[src/rtl/free_list_pkg.sv]
// free_list_pkg: shared defaults, slot index type and popcount helper for the free-list allocator
package free_list_pkg;
    localparam int DEPTH_DEF = 8;
    localparam int IDX_DEF   = $clog2(DEPTH_DEF);
    typedef logic [IDX_DEF-1:0] idx_t;
    function automatic int popcount(input logic [63:0] v);
        int n;
        n = 0;
        for (int i = 0; i < 64; i++) n += int'(v[i]);
        return n;
    endfunction
endpackage

[src/rtl/pri_enc.sv]
// pri_enc: priority encoder returning the highest-numbered active request bit
module pri_enc #(
    parameter int IN  = 8,
    parameter int OUT = $clog2(IN),
    parameter bit ACT = 1'b1
) (
    input  logic [IN-1:0]  req_i,
    output logic [OUT-1:0] idx_o,
    output logic           valid_o
);
    logic [IN-1:0] req;
    assign req = ACT ? req_i : ~req_i;
    // Scan upward so the last (highest) active bit wins; index stays 0 when nothing is active.
    always_comb begin
        idx_o   = '0;
        valid_o = 1'b0;
        for (int i = 0; i < IN; i++) begin
            if (req[i]) begin
                idx_o   = OUT'(i);
                valid_o = 1'b1;
            end
        end
    end
endmodule

[src/rtl/free_list_alloc.sv]
// free_list_alloc: slot allocator with free bitmap, highest-free grant and occupancy count (FREE_LIST_BYPASS_EN enables release-to-grant bypass when full)
module free_list_alloc
    import free_list_pkg::*;
#(
    parameter int DEPTH = DEPTH_DEF,
    parameter int IDX   = $clog2(DEPTH),
    parameter int CNT   = $clog2(DEPTH + 1)
) (
    input  logic           clk,
    input  logic           reset,
    input  logic           flush,
    input  logic           alloc_req,
    output logic           alloc_ready,
    output logic [IDX-1:0] alloc_idx,
    input  logic           free_valid,
    input  logic [IDX-1:0] free_idx,
    output logic [CNT-1:0] used_cnt,
    output logic           full,
    output logic           empty,
    output logic           err
);
    logic [DEPTH-1:0] free_q, free_d;
    logic [CNT-1:0]   cnt_q, cnt_d;
    logic             err_q, err_d;
    logic [IDX-1:0]   enc_idx;
    logic             enc_valid;
    logic             in_rng, legal_rel, grant;

    pri_enc #(.IN(DEPTH), .OUT(IDX), .ACT(1'b1)) u_enc (
        .req_i   (free_q),
        .idx_o   (enc_idx),
        .valid_o (enc_valid)
    );

    assign in_rng    = int'(free_idx) < DEPTH;
    assign legal_rel = free_valid && in_rng && !free_q[free_idx];

`ifdef FREE_LIST_BYPASS_EN
    // Encoder is invalid only when every slot is busy; then a legal release can be granted straight through.
    logic byp;
    assign byp         = !enc_valid && legal_rel;
    assign alloc_ready = enc_valid || byp;
    assign alloc_idx   = byp ? free_idx : enc_idx;
`else
    assign alloc_ready = enc_valid;
    assign alloc_idx   = enc_idx;
`endif

    assign grant    = alloc_req && alloc_ready;
    assign used_cnt = cnt_q;
    assign full     = cnt_q == CNT'(DEPTH);
    assign empty    = cnt_q == '0;
    assign err      = err_q;

    // Release sets before grant clears, so a bypassed slot ends up busy; flush overrides map and count but not err.
    always_comb begin
        free_d = free_q;
        if (legal_rel) free_d[free_idx] = 1'b1;
        if (grant) free_d[alloc_idx] = 1'b0;
        cnt_d = cnt_q + CNT'(grant) - CNT'(legal_rel);
        err_d = free_valid && !legal_rel;
        if (flush) begin
            free_d = '1;
            cnt_d  = '0;
        end
    end

    // State registers with synchronous reset to all-free.
    always_ff @(posedge clk) begin
        if (reset) begin
            free_q <= '1;
            cnt_q  <= '0;
            err_q  <= 1'b0;
        end else begin
            free_q <= free_d;
            cnt_q  <= cnt_d;
            err_q  <= err_d;
        end
    end

    // Occupancy count must always mirror the number of busy bits in the map.
    a_cnt_matches_map: assert property (@(posedge clk) disable iff (reset)
        int'(cnt_q) == DEPTH - popcount(64'(free_q)));
endmodule

[config.mk]
export PLATFORM = sky130hd
export DESIGN_NAME = free_list_alloc
export DESIGN_NICKNAME = d
export VERILOG_FILES = /design/src/rtl/free_list_pkg.sv /design/src/rtl/pri_enc.sv /design/src/rtl/free_list_alloc.sv
export SDC_FILE = /design/constraint.sdc
export NUM_CORES = 1
export LEC_CHECK = 0
export BUFFER_PORTS_ARGS = -buffer_cell sky130_fd_sc_hd__buf_4
export CORE_MARGIN = 2
export CORE_UTILIZATION = 30
export DETAILED_ROUTE_END_ITERATION = 10
export MAX_ROUTING_LAYER = met4
export PLACE_DENSITY = 0.49
export SLEW_MARGIN = 20
export SYNTH_ARGS = -nofsm -noshare
export SYNTH_HDL_FRONTEND = slang
export SYNTH_SLANG_ARGS = --single-unit
[constraint.sdc]
create_clock -name clk -period 3.3 [get_ports clk]
set_clock_uncertainty 0.05 [all_clocks]
set_input_delay 0.66 -clock clk [delete_from_list [all_inputs] [get_ports clk]]
set_output_delay 0.66 -clock clk [all_outputs]
set_load 0.005 [all_outputs]
==> results.sh <==
export IMPL_worst_ep_required_time_ns=3.42
export IMPL_synth_ff_type="dfxtp_1"
export IMPL_yosysWarnings=0
export IMPL_floorplan_initialDensity_pct=31.62
export IMPL_share_of_the_clock_period_used_by_the_worst_path_pct=77.51
export IMPL_rr_worst_depth=11
export IMPL_dieHeight_um=55.10
export IMPL_top_level_ports=19
export IMPL_antenna_found_initial=0
export IMPL_synth_area_um2=783.3
export IMPL_slew_viol_final=0
export IMPL_max_slew_worst_pin_slew_ns=0.6337
export IMPL_hp_class="flop to flop"
export IMPL_yosysMostFrequentCell="dfxtp_1"
export IMPL_cts_htree_levels=1
export IMPL_post_synth_most_frequent_cells="dfxtp_1 (13), nor2_1 (11), inv_1 (9)"
export IMPL_path_cells="or4_4 > nor3_4 > nand2_1 > nand2_1 > ha_1 > inv_1 > ha_1 > inv_1 > fa_1 > xor2_1 > nor2_1"
export IMPL_final_instance_count_excl_fill=141
export IMPL_worst_path_max_fanout=7
export IMPL_cts_hold_buf=0
export IMPL_number_of_gates_resized_after_cts=0
export IMPL_setup_worst_path_end_class="flop"
export IMPL_max_transition_margin_pct=57.39
export IMPL_synthesis_nets=106
export IMPL_sequential_power_share_pct=50.9
export IMPL_grt_pass1_vias=642
export IMPL_synth_top_cell_by_area="dfxtp_1"
export IMPL_critical_path_startpoint_type="flop"
export IMPL_min_path_cells=1
export IMPL_clk_transition_reported_paths_ns=0.08
export IMPL_area_growth_syn_to_layout_pct=24.44
export IMPL_routed_wirelength_mm=1.665
export IMPL_pwr_share_comb_pct=18.9
export IMPL_cts_setup_buffers=0
export IMPL_syn_mean_instance_area_um2=8.607
export IMPL_synth_lib_cells_used_distinct=31
export IMPL_tritoncts_num_buffers=3
export IMPL_insertion_delay_ns=0.27
export IMPL_max_cap_viol=0
export IMPL_crit_path_top_delay_cell="or4_4"
export IMPL_routability_driven_placement_congestion_ratio=0.7467
export IMPL_netlist_top_cells_area="dfxtp_1 (33%), ha_1 (9.6%), nor2_1 (5.3%)"
export IMPL_syn_inst=91
export IMPL_synth_edf_count=0
export IMPL_grt_start_max_net_pins=8
export IMPL_place_detailed_hpwl_mm=1.323
export IMPL_signal_arrival_time_at_the_worst_endpoint_ns=2.68
export IMPL_run_status="completed"
export IMPL_finish_net_count=127
export IMPL_dieArea_mm2=0.003035
export IMPL_synth_top_cell_area_share_pct=33.23
export IMPL_seq_area_frac_synth_pct=33.23
export IMPL_timing_final_crit_period_ns=2.558
export IMPL_setup_violations=0
export IMPL_cellLeakagePower_nw=0.4209
export IMPL_timing_final_hold_violations=0
export IMPL_antenna_left=0
export IMPL_power_clock_fraction_pct=30.2
export IMPL_drt_drc_violations_left=0
export IMPL_clock_tree_root_cell="clkbuf_4"
export IMPL_numPlacedInstances=137
export IMPL_first_iter_violations=8
export IMPL_power_net_switching_mw=0.08517
export IMPL_clock_path_buffers=2
export IMPL_globalRouteOverflowTotal=0
export IMPL_detail_route_vias_per_cell=4.915
export IMPL_avgRoutedWirePerCell_um=11.81
export IMPL_drtPass1Iterations=4
export IMPL_clock_sinks=13
export IMPL_tritoncts="done"
export IMPL_power_density_cell_area_mw_per_mm2=335.2
export IMPL_path_class="flop to flop"
export IMPL_ys_async_sr_fraction_pct=0
export IMPL_postSynthRegisterBits=13
export IMPL_num_rows=18
export IMPL_final_fill_count=268
export IMPL_timing_setup_tns_ns=0
export IMPL_number_of_diodes_added_for_antenna_fixing=0
export IMPL_max_freq_ghz=0.3910
export IMPL_vdd_ir_drop_max_v=0.0002317
export IMPL_core_area_mm2=0.002477
export IMPL_netSwitchingFraction_pct=26.07
export IMPL_wire_length_of_the_first_global_routing_pass_mm=2.801
export IMPL_worst_slack_ns=0.7423
export IMPL_rsz_0062_raised_after_global_routing="false"
export IMPL_power_report_internal_total_mw=0.2415
export IMPL_port_buffers=18
export IMPL_die_width_um=55.10
export IMPL_slowest_delay_ns=0.60
export IMPL_track_usage_pct=13.68
export IMPL_dp_slack_ns=0.4446
export IMPL_vias=693
export IMPL_final_layout_size_suffix_gt1_share_pct=22.52
[layer usage]
layer  GRT usage (%)  vias up  wire, um
met4           3.659        0        13
li1                -      368         -
met5               -        -         0
met2           20.04       17       724
met1           17.84      306       813
met3           4.839        2       114
[power groups by stage]
stage	clock network (mW)	logic [mW]	registers, mW
2_1_floorplan	0	0.0352	0.170
3_3_place_gp	0	0.0636	0.170
3_5_place_dp	0	0.0627	0.170
4_1_cts	0.104	0.0632	0.166
5_1_grt	0.113	0.0720	0.167
6_report	0.0986	0.0618	0.166
[placed cells by master (no fill, tap or decap), drive strengths merged, types with 2 or more instances in the layout]
cell type / instances
nor2: 11
clkbuf: 4
nand2: 7
nand2b: 3
o31ai: 3
nor3b: 3
a21oi: 5
dfxtp: 13
nor3: 4
and2: 2
ha: 6
inv: 9
o311ai: 3
o21ai: 2
mux2i: 3
buf: 18
[critical path, delay by kind of cell, from the launching register on]
family | cells | cell delay, ns
xor gates and xnor gates | 1 | 0.14
and+or+nand+nor | 5 | 0.99
DFF | 1 | 0.38
buffers and inverters | 2 | 0.12
adders and majority gates | 3 | 0.76
[final timing paths]
| path | from | end | slack, ns |
|---|---|---|---|
| hold / removal | free_q[0] | free_q[0] | 0.50 |
| hold reg to reg | free_q[0] | free_q[0] | 0.50 |
| setup / recovery | free_q[6] | used_cnt[2] | 0.74 |
| setup reg to reg | free_q[6] | used_cnt[2] | 0.74 |
[through the flow]
step	power (mW)	utilization [%]	instance area, um2	hold slack (ns)
after global routing	0.3522	39.34	974.7	0.4874
after global placement	0.2337	38.28	948.4	0.4946
after CTS	0.3341	39.34	974.7	0.4965
after floorplan	0.2049	-	783.3	0.4399
after detailed placement	0.2328	38.28	948.4	0.4844
final	0.3267	39.34	974.7	0.5016
[flip-flops by register name, summed over array words and instances (netlist names)]
| name | cells |
|---|---|
| err | 1 |
| free_q | 8 |
| used_cnt | 4 |
[cell type report]
| type | count | area, um2 | share of cell area [%] |
|---|---|---|---|
| clock buffer | 4 | 26.28 | 2.696 |
| inverter | 9 | 33.78 | 3.466 |
| multi-input combinational | 67 | 481.7 | 49.42 |
| tap | 30 | 37.54 | 3.851 |
| sequential | 13 | 260.3 | 26.70 |
| timing repair buffer | 18 | 135.1 | 13.86 |
[cells by family (layout without fill, tap and decap cells)]
logic type,after synthesis,after routing,share of synthesized area [%]
buffers and inverters,11,31,5.272
adder cells (fa/ha/maj),7,7,12.14
AND/OR/NAND/NOR,33,33,22.84
XOR/XNOR,2,2,2.237
AO/OA/AOI/OAI,21,21,19.01
flip-flops,13,13,33.23
multiplexers,4,4,5.272
(Power assumes the default switching activity.)
